--- src/rtl/cart_mapper_pkg.sv ---
// Shared constants and types for the MSX cartridge bank mapper.
// Optional bank readback is enabled with CART_BANK_READBACK_EN.
package cart_mapper_pkg;

  localparam logic [2:0] MODE_NOMAP   = 3'd1;
  localparam logic [2:0] MODE_KONAMI  = 3'd3;
  localparam logic [2:0] MODE_SCC     = 3'd4;
  localparam logic [2:0] MODE_ASCII8  = 3'd5;
  localparam logic [2:0] MODE_ASCII16 = 3'd6;
  localparam logic [2:0] MODE_LINEAR  = 3'd7;

  localparam logic [15:0] WIN_LO = 16'h4000;
  localparam logic [15:0] WIN_HI = 16'hBFFF;

  typedef enum logic [1:0] {
    ST_IDLE = 2'd0,
    ST_REQ  = 2'd1,
    ST_HOLD = 2'd2
  } rd_state_t;

  // Undefined mode codes 0 and 2 fall back to the plain nomapper layout.
  function automatic logic [2:0] norm_mode(input logic [2:0] m);
    return (m == 3'd0 || m == 3'd2) ? MODE_NOMAP : m;
  endfunction

endpackage

--- src/rtl/cart_bank_regs.sv ---
// Bank register file: write decode, write-strobe edge detect and
// reload of the mode defaults whenever the mapper mode changes.
module cart_bank_regs
  import cart_mapper_pkg::*;
#(
  parameter int BANK_W = 8
) (
  input  logic                  clk,
  input  logic                  reset_n,
  input  logic [2:0]            mode,
  input  logic [4:0]            addr_hi,
  input  logic [BANK_W-1:0]     wr_data,
  input  logic                  wr,
  input  logic                  cs,
  output logic                  wr_rise,
  output logic [4*BANK_W-1:0]   bank_vec
);

  logic [2:0] mode_n;
  logic [2:0] mode_reg;
  logic       mode_chg;
  logic       ascii_mode;
  logic       wr_cs;
  logic       wr_cs_reg;
  logic [3:0] sel;

  assign mode_n     = norm_mode(mode);
  assign mode_chg   = (mode_n != mode_reg);
  assign ascii_mode = (mode_n == MODE_ASCII8) || (mode_n == MODE_ASCII16);
  assign wr_cs      = wr & cs;
  assign wr_rise    = wr_cs & ~wr_cs_reg;

  // mode_reg resets to a code norm_mode never produces, so the defaults of
  // whatever mode is selected are loaded on the first cycle after reset.
  always_ff @(posedge clk or negedge reset_n) begin
    if (!reset_n) begin
      mode_reg  <= 3'd0;
      wr_cs_reg <= 1'b0;
    end else begin
      mode_reg  <= mode_n;
      wr_cs_reg <= wr_cs;
    end
  end

  always_comb begin
    sel = 4'b0000;
    case (mode_n)
      MODE_KONAMI: begin
        case (addr_hi[4:2])
          3'b011:  sel = 4'b0010;
          3'b100:  sel = 4'b0100;
          3'b101:  sel = 4'b1000;
          default: sel = 4'b0000;
        endcase
      end
      MODE_SCC: begin
        case (addr_hi)
          5'b01010: sel = 4'b0001;
          5'b01110: sel = 4'b0010;
          5'b10010: sel = 4'b0100;
          5'b10110: sel = 4'b1000;
          default:  sel = 4'b0000;
        endcase
      end
      MODE_ASCII8: begin
        case (addr_hi)
          5'b01100: sel = 4'b0001;
          5'b01101: sel = 4'b0010;
          5'b01110: sel = 4'b0100;
          5'b01111: sel = 4'b1000;
          default:  sel = 4'b0000;
        endcase
      end
      MODE_ASCII16: begin
        case (addr_hi)
          5'b01100: sel = 4'b0001;
          5'b01110: sel = 4'b0010;
          default:  sel = 4'b0000;
        endcase
      end
      default: sel = 4'b0000;
    endcase
  end

  genvar gi;
  generate
    for (gi = 0; gi < 4; gi++) begin : g_bank
      logic [BANK_W-1:0] bank_reg;

      always_ff @(posedge clk or negedge reset_n) begin
        if (!reset_n) begin
          bank_reg <= BANK_W'(gi);
        end else if (mode_chg) begin
          bank_reg <= ascii_mode ? '0 : BANK_W'(gi);
        end else if (wr_rise && sel[gi]) begin
          bank_reg <= wr_data;
        end
      end

      assign bank_vec[gi*BANK_W +: BANK_W] = bank_reg;
    end
  endgenerate

endmodule

--- src/rtl/cart_mapper_gen.sv ---
// MSX slot cartridge mapper: address translation plus a wait-state read
// handshake with timeout. CART_BANK_READBACK_EN adds ASCII bank readback.
module cart_mapper_gen
  import cart_mapper_pkg::*;
#(
  parameter int ADDR_W  = 25,
  parameter int BANK_W  = 8,
  parameter int TIMEOUT = 255
) (
  input  logic                clk,
  input  logic                reset_n,
  input  logic                clk_en,
  input  logic [2:0]          mode,
  input  logic [ADDR_W-1:0]   rom_size,
  input  logic [15:0]         addr,
  input  logic [7:0]          d_from_cpu,
  input  logic                wr,
  input  logic                rd,
  input  logic                cs,
  output logic [7:0]          d_to_cpu,
  output logic                cpu_wait,
  output logic [ADDR_W-1:0]   mem_addr,
  output logic                mem_rd_req,
  input  logic                mem_ack,
  input  logic [7:0]          mem_data,
  output logic [4*BANK_W-1:0] bank_dbg
);

  localparam int RAW_T = (BANK_W + 14 > 16) ? BANK_W + 14 : 16;
  localparam int RAW_W = (ADDR_W > RAW_T) ? ADDR_W : RAW_T;
  localparam logic [15:0] TMO_LAST = 16'(TIMEOUT - 1);

  rd_state_t state_reg, state_next;

  logic [2:0]          mode_n;
  logic [4*BANK_W-1:0] bank_vec;
  logic [BANK_W-1:0]   banks [4];
  logic                wr_rise;
  logic                rd_cs, rd_cs_reg, rd_rise;
  logic                start_read, in_win, tmo_hit;
  logic                rb_hit;
  logic [7:0]          rb_data;
  logic [1:0]          page8k;
  logic [RAW_W-1:0]    raw_addr;
  logic [ADDR_W-1:0]   xlat;
  logic [ADDR_W-1:0]   mem_addr_reg;
  logic [7:0]          d_to_cpu_reg;
  logic [15:0]         tmo_cnt_reg;

  cart_bank_regs #(.BANK_W(BANK_W)) u_bank_regs (
    .clk      (clk),
    .reset_n  (reset_n),
    .mode     (mode),
    .addr_hi  (addr[15:11]),
    .wr_data  (d_from_cpu[BANK_W-1:0]),
    .wr       (wr),
    .cs       (cs),
    .wr_rise  (wr_rise),
    .bank_vec (bank_vec)
  );

  genvar gi;
  generate
    for (gi = 0; gi < 4; gi++) begin : g_unpack
      assign banks[gi] = bank_vec[gi*BANK_W +: BANK_W];
    end
  endgenerate

  assign mode_n = norm_mode(mode);
  assign page8k = addr[14:13] ^ 2'b10;

  always_comb begin
    raw_addr = '0;
    case (mode_n)
      MODE_LINEAR:  raw_addr = RAW_W'(addr);
      MODE_NOMAP:   raw_addr = RAW_W'(addr - WIN_LO);
      MODE_ASCII16: raw_addr = RAW_W'({banks[{1'b0, addr[15]}], addr[13:0]});
      default:      raw_addr = RAW_W'({banks[page8k], addr[12:0]});
    endcase
  end

  // Oversized bank numbers wrap onto the image through the size mask.
  assign xlat   = raw_addr[ADDR_W-1:0] & (rom_size - ADDR_W'(1));
  assign in_win = (mode_n == MODE_LINEAR) || (addr >= WIN_LO && addr <= WIN_HI);

`ifdef CART_BANK_READBACK_EN
  assign rb_hit  = ((mode_n == MODE_ASCII8) || (mode_n == MODE_ASCII16)) &&
                   (addr[15:2] == 14'h1FFE);
  assign rb_data = 8'(banks[addr[1:0]]);
`else
  assign rb_hit  = 1'b0;
  assign rb_data = 8'hFF;
`endif

  // A write rising together with a read wins; that read is never started.
  assign rd_cs      = rd & cs;
  assign rd_rise    = rd_cs & ~rd_cs_reg;
  assign start_read = (state_reg == ST_IDLE) && rd_rise && !wr_rise;
  assign tmo_hit    = clk_en && (tmo_cnt_reg == TMO_LAST);

  always_ff @(posedge clk or negedge reset_n) begin
    if (!reset_n) state_reg <= ST_IDLE;
    else          state_reg <= state_next;
  end

  always_comb begin
    state_next = state_reg;
    case (state_reg)
      ST_IDLE: if (start_read) state_next = (in_win && !rb_hit) ? ST_REQ : ST_HOLD;
      ST_REQ:  if (mem_ack || tmo_hit) state_next = ST_HOLD;
      ST_HOLD: if (!rd_cs) state_next = ST_IDLE;
      default: state_next = ST_IDLE;
    endcase
  end

  always_comb begin
    mem_rd_req = 1'b0;
    cpu_wait   = 1'b0;
    if (state_reg == ST_REQ) begin
      mem_rd_req = 1'b1;
      cpu_wait   = 1'b1;
    end
  end

  always_ff @(posedge clk or negedge reset_n) begin
    if (!reset_n) begin
      rd_cs_reg    <= 1'b0;
      d_to_cpu_reg <= 8'hFF;
      mem_addr_reg <= '0;
      tmo_cnt_reg  <= '0;
    end else begin
      rd_cs_reg <= rd_cs;
      if (start_read) begin
        if (rb_hit) begin
          d_to_cpu_reg <= rb_data;
        end else if (in_win) begin
          mem_addr_reg <= xlat;
          tmo_cnt_reg  <= '0;
        end else begin
          d_to_cpu_reg <= 8'hFF;
        end
      end else if (state_reg == ST_REQ) begin
        if (mem_ack)      d_to_cpu_reg <= mem_data;
        else if (tmo_hit) d_to_cpu_reg <= 8'hFF;
        else if (clk_en)  tmo_cnt_reg  <= tmo_cnt_reg + 16'd1;
      end
    end
  end

  assign d_to_cpu = d_to_cpu_reg;
  assign mem_addr = mem_addr_reg;
  assign bank_dbg = bank_vec;

endmodule

--- config.mk ---
export PLATFORM = sky130hd
export DESIGN_NAME = cart_mapper_gen
export DESIGN_NICKNAME = d
export VERILOG_FILES = /design/src/rtl/cart_mapper_pkg.sv /design/src/rtl/cart_bank_regs.sv /design/src/rtl/cart_mapper_gen.sv
export SDC_FILE = /design/constraint.sdc
export NUM_CORES = 1
export LEC_CHECK = 0
export CAP_MARGIN = 25
export CORE_MARGIN = 5
export CORE_UTILIZATION = 45
export CTS_BUF_LIST = sky130_fd_sc_hd__clkbuf_4
export DETAILED_ROUTE_END_ITERATION = 10
export GPL_TIMING_DRIVEN = 0
export HOLD_SLACK_MARGIN = 0.15
export PLACE_DENSITY = 0.77
export SYNTH_ARGS = -nofsm -noshare
export SYNTH_HDL_FRONTEND = slang
export SYNTH_SLANG_ARGS = --single-unit
--- constraint.sdc ---
create_clock -name clk -period 2.3 [get_ports clk]
set_input_delay 0.23 -clock clk [delete_from_list [all_inputs] [get_ports clk]]
set_output_delay 0.23 -clock clk [all_outputs]
set_load 0.005 [all_outputs]
==> impl_results.md <==
- Power Total: 3.88 mW
- Leak pwr: 3.00 nW
- Type of the most critical hold path: primary input to flop
- Worst clock skew: 19.3 ps
- DRC Markers: 0
- Fmax: 0.462 GHz
- Post-Syn Instances: 519
- Mapped cell area: 5120 µm²
- Slew HR: 0.538
- CP Launch Type: primary input
- Mapped Nets: 591
- Routed Antenna Nets: 0
- Max FO, Critical Path: 10
- Tot GR Track Use: 0.219
- DR WL/cell: 18.3 µm
- Port bufs: 128
- Iter 0 DRT Violations: 451
- Worst slew pin tran: 691 ps
- Nets: 733
- Arrival time at the worst endpoint: 2520 ps
- Die ar.: 13600 µm²
- Clock tree root driver cell: clkbuf_4
- # IOs: 134
- 1st-pass router iterations: 5
- Status: complete, no violations
- Total CTS buffers: 9
- Clk_lat worst skew: 450 ps
- Setup crit end kind: flop
- R2r worst-path depth: 7
- Final WL: 14800 µm
- Starting Density: 0.454
- Required @ worst endpoint: 2660 ps
- Clk slew on worst S/H paths: 140 ps
- Cell Pwr Density: 569 nW/µm²
- TNS Setup: 0 ps
- Reg-to-reg slack, setup: 160 ps
- Post-synth EDFFs: 0
- Final Hold Vio Count: 0
- Final Max Tran Viols: 0
- Leading area contributor after synthesis: dfrtp_1
- Yosys reg bits: 88
- Die H: 117 µm
- Final period util: 0.941
- CTS tree: done
- Max clock buf depth: 2
- Fraction of layout cells with a size suffix above 1: 0.113
- First-pass GRT wire length: 23500 µm
- Largest register FFs: 32
- Main synth FF type: dfrtp_1
- Hold path depth: 4
- Standard-cell rows: 39
- Register area share after synthesis: 0.433
- Vias: 4551
- Post-route cell area: 6810 µm²
- VDD IR max: 331 µV
- Max cap viols: 0
- Crit path kind: primary input to flop
- Synthesis-to-layout area growth: 33.0%
- Synth warnings: 0
- DP HPWL: 11100 µm
- Initial antenna violation count: 0
- # diodes: 0
- Largest net degree at the start of global routing: 47
- H-tree depth: 3
- Grt ovf: 0
- Final setup viols: 0
- Core region area: 11300 µm²
- Via density: 5.63
- Minimum clock period: 2160 ps
- Area contributors post-synth: dfrtp_1 37%, mux2i_1 9.4%, dfstp_2 6.2%
- Die X: 117 µm
- Async set-reset flop share out of synthesis: 1.00
- RePlAce Congestion: 0.936
- CTS Sinks: 88
- Synthesized area per cell: 9.87 µm²
- Placed cell area: 6610 µm²
- Share of the synthesized area in the top cell type: 0.371
- Yosys cell types: 69
- RSZ-0062 raised after global routing: false
- Vias in the first global route: 4650
metal layers:
| layer | routed length, µm | track usage |
|---|---|---|
| met1 | 6510 | 0.301 |
| met2 | 7010 | 0.351 |
| met3 | 1120 | 0.0482 |
| met4 | 208 | 0.0612 |
| met5 | 0 | 0 |
kinds of logic after synthesis:
| family | count (synthesis) | share of synthesized area |
|---|---|---|
| AND/OR/NAND/NOR | 211 | 0.212 |
| buffers and inverters | 49 | 0.0474 |
| AO/OA/AOI/OAI | 71 | 0.101 |
| adder cells (fa/ha/maj) | 5 | 0.0122 |
| multiplexers | 57 | 0.130 |
| flip-flops | 88 | 0.433 |
| XOR/XNOR | 38 | 0.0650 |
worst paths after layout:
kind / endpoint / from
max in group asynchronous: u_bank_regs.g_bank[3].bank_reg[0] / reset_n
min in group asynchronous: mem_addr[8] / reset_n
min reg2reg: d_to_cpu[3] / d_to_cpu[3]
max reg2reg: d_to_cpu[2] / tmo_cnt_reg[0]
max: mem_addr[10] / addr[15]
min: u_bank_regs.mode_reg[0] / mode[2]
stage by stage:
stage          utilization  setup slack (ps)  hold WS [ps]  instances
2_1_floorplan            -              12.4         -65.6        519
3_3_place_gp         0.584             -2170           449        790
3_5_place_dp         0.586              -640           266        791
4_1_cts              0.603              43.2           239        809
5_1_grt              0.604              17.0           308        809
6_report             0.604               136           279        809
worst max-delay path, cell delays in order:
cell	delay, ps
clkdlybuf4s50_1	530
buf_6	190
inv_1	100
ha_1	340
a21oi_2	50
or2_1	230
dlygate4sd2_1	310
clkbuf_8	190
clkbuf_4	200
nand2_1	80
nand2_1	50
final cells by class:
cell class | instances | area (µm²)
clock buffers | 10 | 75.1
well taps | 143 | 179
clock inverters | 6 | 93.8
multi-input cells | 382 | 2670
plain buffers | 30 | 184
flip-flops and latches | 88 | 2220
repair buffers | 131 | 1320
inverters | 19 | 71.3
fillers | 967 | 4460
cell usage after synthesis, types with 4 or more instances:
library cell  number
o21ai_0           16
nand3_1           24
and3_1             4
nor3_1             7
a211oi_1           6
nor2_1            65
nor4_1             6
inv_1             18
xor2_1            29
nand4_1            6
nand2_1           54
nor4bb_1           5
dfrtp_1           76
and2_1             4
buf_2              9
clkbuf_1          13
a21oi_1           15
mux2i_1           48
ha_1               5
mux4_2             6
o31ai_1            6
xnor2_1            9
nand3b_1           7
dfstp_2           12
a22o_1             5
power breakdown:
part,internal (mW),total [mW],switching [mW]
clock network,0.459,1.03,0.566
registers,1.77,1.88,0.117
logic,0.546,0.967,0.421
total,2.77,3.88,1.11
layout by cell type, fill, tap and decap left out, types with 9 or more instances in the layout:
master	count
clkdlybuf4s50_1	127
dfrtp_1	76
nor2_1	64
nand2_1	54
mux2i_1	48
xor2_1	29
nand3_1	24
inv_1	18
o21ai_0	16
a21oi_1	14
dfstp_2	12
clkbuf_4	11
clkbuf_1	10
xnor2_1	9
repair_timing:
item | CTS | global route
endpoints found under the setup margin | 37 | 14
pin swaps | 1 | 0
gates resized for setup | 3 | 7
hold buffers | 1 | 0
hold endpoints to repair | 42 | 0
setup buffers | 1 | 0
No activity file was read; power rests on OpenSTA's default activity.
